==> src/rtl/lock_pkg.sv <==
// Shared definitions for the digital-lock decision stage.
// Latency: n/a (types, constants and an elaboration-time helper only).
// Backpressure: n/a.
package lock_pkg;

  // Display/state codes driven on lockState
  typedef enum logic [1:0] {
    LOCKED   = 2'd0,
    UNLOCKED = 2'd1,
    PROGRAM  = 2'd2,
    LOCKOUT  = 2'd3
  } stateT;

  // Password in force after reset (one-hot key codes, first key in the MS nibble)
  localparam logic [23:0] DEFAULT_PASSWORD = 24'h128482;

  // Timer load for a duration in seconds; the timer counts down to zero and the
  // expire pulse lands one cycle later, so the state is held exactly seconds*frequency cycles.
  function automatic longint unsigned secondsToCycles(input longint unsigned seconds,
                                                      input longint unsigned frequency);
    return seconds * frequency - 64'd1;
  endfunction

endpackage

==> src/rtl/lock_timer.sv <==
// Loadable down-counter used for the unlock, program and lockout windows.
// Latency: expire pulses one cycle after the count reaches zero.
// Backpressure: none; a load always wins and cancels any pending expire.
module lock_timer #(
  parameter int TIMER_WIDTH = 40
) (
  input  logic                   clock,
  input  logic                   reset,
  input  logic                   load,
  input  logic [TIMER_WIDTH-1:0] loadValue,
  output logic                   expire,
  output logic                   busy
);

  logic [TIMER_WIDTH-1:0] count;

  // Count down while nonzero; flag the 1 -> 0 step as a single-cycle expire pulse
  always_ff @(posedge clock) begin
    if (reset) begin
      count  <= '0;
      expire <= 1'b0;
    end else if (load) begin
      count  <= loadValue;
      expire <= 1'b0;
    end else begin
      expire <= (count == TIMER_WIDTH'(1));
      if (count != '0) begin
        count <= count - TIMER_WIDTH'(1);
      end
    end
  end

  assign busy = (count != '0);

endmodule

==> src/rtl/lock_controller.sv <==
// Digital-lock decision stage: checks completed key entries against the stored password.
// Latency: outputs registered, updating one cycle after the key count reaches KEY_NUMBERS.
// Backpressure: none; each completed entry is evaluated once, in the cycle it completes.
module lock_controller #(
  parameter int KEY_WIDTH               = 4,
  parameter int KEY_NUMBERS             = 6,
  parameter int KEY_NUMBERS_STORE_WIDTH = 3,
  parameter int CLOCK_FREQUENCY         = 50_000_000,
  parameter int TIMER_WIDTH             = 40,
  parameter int UNLOCK_TIME             = 5,
  parameter int LOCKOUT_TIME            = 10,
  parameter int MAX_ATTEMPTS            = 3,
  parameter logic [KEY_WIDTH*KEY_NUMBERS-1:0] DEFAULT_PASSWORD = lock_pkg::DEFAULT_PASSWORD
) (
  input  logic                               clock,
  input  logic                               reset,
  input  logic [KEY_WIDTH*KEY_NUMBERS-1:0]   keyValueStore,
  input  logic [KEY_NUMBERS_STORE_WIDTH-1:0] keyNumbersStore,
  input  logic                               timeValueFlag,
  input  logic                               changeRequest,
  output logic                               unlocked,
  output logic                               alarm,
  output logic [1:0]                         attemptsLeft,
  output logic [1:0]                         lockState
);
  import lock_pkg::*;

  // attemptsLeft is only 2 bits wide
  if (MAX_ATTEMPTS < 1 || MAX_ATTEMPTS > 3) begin : gMaxAttemptsCheck
    $error("lock_controller: MAX_ATTEMPTS must be in 1..3");
  end

  localparam logic [1:0] MAX_ATT = 2'(MAX_ATTEMPTS);
  localparam logic [KEY_NUMBERS_STORE_WIDTH-1:0] FULL_COUNT = KEY_NUMBERS_STORE_WIDTH'(KEY_NUMBERS);
  localparam logic [TIMER_WIDTH-1:0] UNLOCK_LOAD =
    TIMER_WIDTH'(secondsToCycles(64'(UNLOCK_TIME), 64'(CLOCK_FREQUENCY)));
  localparam logic [TIMER_WIDTH-1:0] LOCKOUT_LOAD =
    TIMER_WIDTH'(secondsToCycles(64'(LOCKOUT_TIME), 64'(CLOCK_FREQUENCY)));

  stateT                               state;
  logic [KEY_WIDTH*KEY_NUMBERS-1:0]    storedPassword;
  logic [KEY_NUMBERS_STORE_WIDTH-1:0]  prevCount;
  logic                                prevTimeout;
  logic                                entryDone;
  logic                                toEdge;
  logic                                match;
  logic                                timerExpire;
  logic                                timerBusy;
  logic                                timerExpired;
  logic                                loadUnlock;
  logic                                loadLockout;
  logic                                timerLoad;
  logic [TIMER_WIDTH-1:0]              timerLoadValue;

  // One strobe per entry: the count must arrive at full, not merely sit there
  assign entryDone = (keyNumbersStore == FULL_COUNT) && (prevCount != FULL_COUNT);
  assign toEdge    = timeValueFlag && !prevTimeout;
  assign match     = (keyValueStore == storedPassword);
  // Only honour a pulse from a timer that has actually run down
  assign timerExpired = timerExpire && !timerBusy;

  // Timer (re)loads happen on the same edge as the state change they time
  always_comb begin
    loadUnlock     = 1'b0;
    loadLockout    = 1'b0;
    if (state == LOCKED && entryDone) begin
      loadUnlock  = match;
      loadLockout = !match && (attemptsLeft <= 2'd1);
    end
    if (state == UNLOCKED && !timerExpired && changeRequest) begin
      loadUnlock = 1'b1;
    end
    timerLoad      = loadUnlock || loadLockout;
    timerLoadValue = loadLockout ? LOCKOUT_LOAD : UNLOCK_LOAD;
  end

  lock_timer #(
    .TIMER_WIDTH(TIMER_WIDTH)
  ) uTimer (
    .clock    (clock),
    .reset    (reset),
    .load     (timerLoad),
    .loadValue(timerLoadValue),
    .expire   (timerExpire),
    .busy     (timerBusy)
  );

  // Lock FSM with registered outputs; edge detectors track inputs in every state
  always_ff @(posedge clock) begin
    if (reset) begin
      state          <= LOCKED;
      unlocked       <= 1'b0;
      alarm          <= 1'b0;
      attemptsLeft   <= MAX_ATT;
      storedPassword <= DEFAULT_PASSWORD;
      prevCount      <= '0;
      prevTimeout    <= 1'b0;
    end else begin
      prevCount   <= keyNumbersStore;
      prevTimeout <= timeValueFlag;
      unique case (state)
        LOCKED: begin
          if (entryDone) begin
            if (match) begin
              state        <= UNLOCKED;
              unlocked     <= 1'b1;
              attemptsLeft <= MAX_ATT;
            end else if (attemptsLeft > 2'd1) begin
              attemptsLeft <= attemptsLeft - 2'd1;
            end else begin
              state        <= LOCKOUT;
              alarm        <= 1'b1;
              attemptsLeft <= 2'd0;
            end
          end
        end
        UNLOCKED: begin
          if (timerExpired) begin
            state    <= LOCKED;
            unlocked <= 1'b0;
          end else if (changeRequest) begin
            state <= PROGRAM;
          end
        end
        PROGRAM: begin
          if (timerExpired || toEdge) begin
            state    <= LOCKED;
            unlocked <= 1'b0;
          end else if (entryDone) begin
            storedPassword <= keyValueStore;
            state          <= LOCKED;
            unlocked       <= 1'b0;
          end
        end
        LOCKOUT: begin
          if (timerExpired) begin
            state        <= LOCKED;
            alarm        <= 1'b0;
            attemptsLeft <= MAX_ATT;
          end
        end
      endcase
    end
  end

  assign lockState = state;

endmodule

==> config.mk <==
export PLATFORM = sky130hd
export DESIGN_NAME = lock_controller
export DESIGN_NICKNAME = d
export VERILOG_FILES = /design/src/rtl/lock_pkg.sv /design/src/rtl/lock_timer.sv /design/src/rtl/lock_controller.sv
export SDC_FILE = /design/constraint.sdc
export NUM_CORES = 1
export LEC_CHECK = 0
export CAP_MARGIN = 20
export CORE_MARGIN = 1
export CORE_UTILIZATION = 57
export DETAILED_ROUTE_END_ITERATION = 6
export PLACE_DENSITY = 0.81
export SKIP_CTS_REPAIR_TIMING = 1
export SLEW_MARGIN = 20
export SYNTH_ARGS = -nofsm -noshare
export SYNTH_HDL_FRONTEND = slang
export SYNTH_SLANG_ARGS = --single-unit
==> constraint.sdc <==
create_clock -name clock -period 3.4 [get_ports clock]
set_clock_uncertainty 0.2 [all_clocks]
set_input_delay 0.85 -clock clock [delete_from_list [all_inputs] [get_ports clock]]
set_output_delay 0.85 -clock clock [all_outputs]
set_load 0.02 [all_outputs]
==> flow_summary.json, run 1 <==
{
  "seqPwrFrac_pct": 29.6,
  "path_cells": "or4_4 -> nor3_1 -> nand3_1 -> o211ai_1 -> and2_1 -> a31oi_1",
  "rsz0062_at_grt": "no",
  "cts_buffers": 9,
  "vias_per_cell": 5.958,
  "grt_usage_pct": 25.36,
  "critical_path.slowest_cell": "or4_4",
  "synth_area_um2": 3762,
  "min_path_type": "register to register",
  "clock_latency_ps": 350,
  "ir_drop_mv": 0.8583,
  "place.gp.congestion": 0.8476,
  "status": "complete, no violations",
  "cp.required_ps": 3410,
  "layout-area-overhead-vs-synth_pct": 20.59,
  "clock_sinks": 75,
  "synth_top_area_share_pct": 39.91,
  "post-route-util_pct": 71.45,
  "period_minus_slack_ps": 2938,
  "synthFlopType": "dfxtp_1",
  "start_util_pct": 59.25,
  "final_max_slew_viol_count": 0,
  "p_leak_nw": 1.605,
  "p_comb_share_pct": 51.4,
  "ys_top_cells_by_area": "dfxtp_1, xnor2_1, mux2i_1, o31ai_1, a21oi_1",
  "dieHeight_um": 83.25,
  "synth_area_leader_cell": "dfxtp_1",
  "ys_types": 46,
  "row_count": 29,
  "grt_first_pass_wirelength_um": 14310,
  "via_count": 3247,
  "io_buffer_count": 36,
  "p_switching_mw": 1.823,
  "grt_pass1_vias": 3196,
  "h-tree-depth": 3,
  "power_frac_clock_pct": 18.9,
  "worst_pin_slew_ps": 561.7,
  "slew_headroom_pct": 62.16,
  "crit_type": "register to register",
  "design.core.area_um2": 6350,
  "synth_fp_nets": 457,
  "drt-total-wl_um": 8415,
  "grt_overflow_total": 0,
  "grt_max_degree": 47,
  "avgSynthCellArea_um2": 9.001,
  "root_buffer": "clkbuf_8",
  "drt-initial-drc-count": 278,
  "setup_violations": 0,
  "dr.pass1.iters": 4,
  "die_w_um": 83.25,
  "ant_nets": 0,
  "p_int_mw": 2.533,
  "hold_viol": 0,
  "pwr_density_cell_nw_per_um2": 960.1,
  "fmax_mhz": 340.4,
  "report.power.total_mw": 4.356,
  "wire_per_inst_um": 15.44,
  "clockBufferDepth": 2,
  "drc": 0,
  "ys_ff_latch": 75,
  "worst_ep_arrival_time_ps": 2940,
  "yosysWarnings": 0,
  "yosysSeqAreaShare_pct": 39.91,
  "layout.nets": 503,
  "final_common_cell": "dfxtp_1",
  "drv_cap": 0,
  "switching_share_pct": 41.84,
  "io-pin-count": 37,
  "max_stage_delay_ps": 590,
  "start_kind": "register",
  "synth_edf_count": 0,
  "die_area_um2": 6930,
  "period_share_pct": 86.40,
  "antenna_cells": 0,
  "synth_async_sr_flop_share_pct": 0,
  "path_max_fanout": 13,
  "cts_tree": "yes",
  "final_cell_mix": "dfxtp_1, clkdlybuf4s50_1, xnor2_1, nor2_1, a21oi_1",
  "n_fill_cell": 477,
  "grt_antenna_before_repair": 0,
  "dp_hpwl_um": 6059,
  "drive_gt1_share_pct": 10.47,
  "setup_tns_ps": 0,
  "holdWs_ps": 282.8,
  "path_clk_slew_ps": 80,
  "synth_cells": 418,
  "cp-end-kind": "register"
}
## worst max-delay path: cells and delay by family, from the launching register on
kind	cells	cell delay (ps)
simple gates	4	1590
flops	1	370
compound gates	2	630
## worst paths after layout
check	startpoint	end	slack, ps	cells after the start
max	uTimer.count[20]	uTimer.count[22]	460	6
min	uTimer.count[11]	uTimer.count[11]	280	2
max reg2reg	uTimer.count[20]	uTimer.count[22]	460	6
min reg2reg	uTimer.count[11]	uTimer.count[11]	280	2
## per-stage QoR
step	cells	setup slack (ps)	cell area, µm²
finish	545	462.3	4537
global route	545	152.7	4537
CTS	545	498.9	4537
detailed placement	530	151.8	4298
global placement	530	126.5	4298
floorplan	418	325.6	3762
## state kept, by name (all words and copies together) (netlist names), 2 cells and up
name            cells
attemptsLeft        2
storedPassword     24
lockState           2
prevCount           3
uTimer.count       40
## layer usage
metal	global-route usage (%)	wire [µm]	vias up
li1	-	-	1632
met5	0	0	-
met1	33.40	3960	1535
met4	9.561	80	0
met2	40.98	4001	74
met3	5.169	373	6
## logic make-up after synthesis
family / Yosys count / share of synthesized area [%]
AO/OA/AOI/OAI: 97 / 16.66
XOR/XNOR: 45 / 10.48
adder cells (fa/ha/maj): 8 / 2.661
buffers and inverters: 29 / 3.026
flip-flops: 75 / 39.91
multiplexers: 25 / 6.684
AND/OR/NAND/NOR: 139 / 20.59
## synthesized netlist by cell type, types with 11 or more instances
master    instances
o21ai_0          17
o31ai_1          20
nand3_1          13
nand2_1          17
dfxtp_1          75
nor2_1           32
a21oi_1          26
a31oi_1          12
xor2_1           11
nor4_1           12
clkbuf_1         14
mux2i_1          24
xnor2_1          34
## power by group through the flow
stage	logic, mW	clock network [mW]	registers, mW
after CTS	2.21	0.836	1.28
after global routing	2.45	0.874	1.32
after detailed placement	2.20	0	1.30
final	2.24	0.825	1.29
after global placement	2.13	0	1.29
after floorplan	1.53	0	1.27
## area by class of cell
cell class,instances,area (µm²),share of cell area [%]
inverters,11,41.29,0.9101
clock buffers,9,123.9,2.730
well taps,77,96.34,2.124
clock inverters,6,115.1,2.537
flip-flops and latches,75,1501,33.09
multi-input cells,314,2158,47.57
repair buffers,53,500.5,11.03
No activity file was read; power rests on OpenSTA's default activity.
==> run 2, diff against run 1 <==
--- a/config.mk
+++ b/config.mk
@@ -6,8 +6,10 @@
 export NUM_CORES = 1
 export LEC_CHECK = 0
 export CAP_MARGIN = 20
+export CELL_PAD_IN_SITES_DETAIL_PLACEMENT = 1
+export CELL_PAD_IN_SITES_GLOBAL_PLACEMENT = 1
 export CORE_MARGIN = 1
-export CORE_UTILIZATION = 57
+export CORE_UTILIZATION = 44
 export DETAILED_ROUTE_END_ITERATION = 6
 export PLACE_DENSITY = 0.81
 export SKIP_CTS_REPAIR_TIMING = 1
==> run 2 against run 1 <==
  * Final cell count up 5.5%
  * Cell area grew 0.85%
  * Die area is 29% higher
==> flow_summary.json, run 2 (synthesis gave the netlist of run 1 again) <==
{
  "cp.depth": 8,
  "final_common_cell": "dfxtp_1",
  "seqPwrFrac_pct": 29.4,
  "grt_antenna_before_repair": 0,
  "dr_wl_met2_um": 5153,
  "path_clk_slew_ps": 80,
  "cp.required_ps": 3490,
  "design.core.area_um2": 8258,
  "final_cell_mix": "dfxtp_1, clkdlybuf4s50_1, xnor2_1, nor2_1, a21oi_1",
  "dp_hpwl_um": 7270,
  "p_switching_mw": 1.901,
  "place.gp.congestion": 0.8284,
  "status": "complete, no violations",
  "p_int_mw": 2.528,
  "fmax_mhz": 320.6,
  "pwr_density_cell_nw_per_um2": 967.9,
  "io_buffer_count": 36,
  "critPathBufInv": 2,
  "wire_per_inst_um": 17.47,
  "grt_first_pass_wirelength_um": 16410,
  "top_layer_used": "met4",
  "cts_tree": "yes",
  "m1WireLength_um": 4337,
  "drive_gt1_share_pct": 10.85,
  "grt_pass1_vias": 3468,
  "holdWs_ps": 284.5,
  "layout.nets": 505,
  "drt-total-wl_um": 10040,
  "ir_drop_mv": 0.3977,
  "period_share_pct": 91.75,
  "crit_type": "primary input to register",
  "die_area_um2": 8925,
  "io-pin-count": 37,
  "die_w_um": 94.47,
  "rr_worst_depth": 6,
  "row_count": 33,
  "antenna_cells": 0,
  "ant_nets": 0,
  "critical_path.slowest_cell": "clkdlybuf4s50_1",
  "h-tree-depth": 3,
  "start_kind": "primary input",
  "clock_sinks": 75,
  "top_regs": "uTimer.count x40, storedPassword x24, prevCount x3",
  "vias_per_cell": 5.871,
  "max_stage_delay_ps": 520,
  "root_buffer": "clkbuf_8",
  "clockBufferDepth": 2,
  "hold_viol": 0,
  "setup_tns_ps": 0,
  "power_frac_clock_pct": 17.3,
  "dr.pass1.iters": 4,
  "cp-end-kind": "register",
  "min_path_type": "register to register",
  "grt_max_degree": 26,
  "rsz0062_at_grt": "no",
  "drt-initial-drc-count": 93,
  "largest_reg_flops": 40,
  "p_leak_nw": 1.614,
  "clock_latency_ps": 360,
  "p_comb_share_pct": 53.2,
  "slew_headroom_pct": 52.05,
  "grt_overflow_total": 0,
  "switching_share_pct": 42.92,
  "drc": 0,
  "period_minus_slack_ps": 3120,
  "worst_ep_arrival_time_ps": 3210,
  "layout-area-overhead-vs-synth_pct": 21.62,
  "setup_violations": 0,
  "regMostFlops": "uTimer.count",
  "start_util_pct": 45.56,
  "drv_cap": 0,
  "holdPathStages": 2,
  "dieHeight_um": 94.47,
  "cts_buffers": 9,
  "grt_usage_pct": 23.82,
  "path_cells": "clkdlybuf4s50_1 -> xnor2_1 -> nand4_1 -> nor4_1 -> buf_4 -> a41oi_1 -> and2_1 -> a31oi_1",
  "worst_pin_slew_ps": 711.7,
  "cp_top_family": "simple AND/OR/NAND/NOR gates",
  "via_count": 3376,
  "wl_met3_um": 325,
  "r2r_setup_slack_ps": 480,
  "path_max_fanout": 13,
  "final_max_slew_viol_count": 0
}
## run 2: cell count changes in the layout (fill, tap and decap cells not counted), sizes merged
cell / before / now
buf: 17 / 19
clkbuf: 9 / 10
bufinv: 3 / 2
## run 2: layout make-up
| class | count | area [µm²] |
|---|---|---|
| Sequential cell | 75 | 1501 |
| Clock buffer | 10 | 137.6 |
| Inverter | 11 | 41.29 |
| Fill cell | 947 | 3682 |
| Clock inverter | 5 | 77.57 |
| Tap cell | 105 | 131.4 |
| Multi-Input combinational cell | 314 | 2158 |
| Timing Repair Buffer | 55 | 528.0 |
## run 2: stage by stage
stage / setup WS [ps] / power (mW) / utilization [%] / cells / area, µm²
floorplan: 325.6 / 2.802 / - / 418 / 3762
global placement: -10.34 / 3.528 / 52.80 / 560 / 4360
detailed placement: -30.97 / 3.630 / 52.80 / 560 / 4360
CTS: 299.6 / 4.420 / 55.41 / 575 / 4576
global route: 111.5 / 4.735 / 55.41 / 575 / 4576
finish: 280.5 / 4.429 / 55.41 / 575 / 4576
## run 2: final timing paths
path	startpoint	end
setup / recovery	keyValueStore[8]	uTimer.count[23]
hold / removal	uTimer.count[34]	uTimer.count[34]
setup reg to reg	uTimer.count[4]	uTimer.count[23]
hold reg to reg	uTimer.count[34]	uTimer.count[34]
## run 2: power by group through the flow
stage | Clock [mW] | Sequential [mW] | Combinational, mW
floorplan | 0 | 1.27 | 1.53
global placement | 0 | 1.29 | 2.24
detailed placement | 0 | 1.31 | 2.32
CTS | 0.781 | 1.30 | 2.34
global route | 0.809 | 1.33 | 2.60
finish | 0.768 | 1.30 | 2.36
## run 2: layer usage
metal	global-route usage (%)	vias to the layer above
li1	-	1633
met1	26.22	1657
met2	43.96	64
met3	4.589	22
met4	10.73	0
met5	0	-
## run 2: worst register-to-register path, cell delays in order, from the launching register on
cell      delay (ps)
dfxtp_1          370
nor4_1           530
and4_1           390
nand4_1          180
o211ai_1         430
and2_1           510
a31oi_1          170
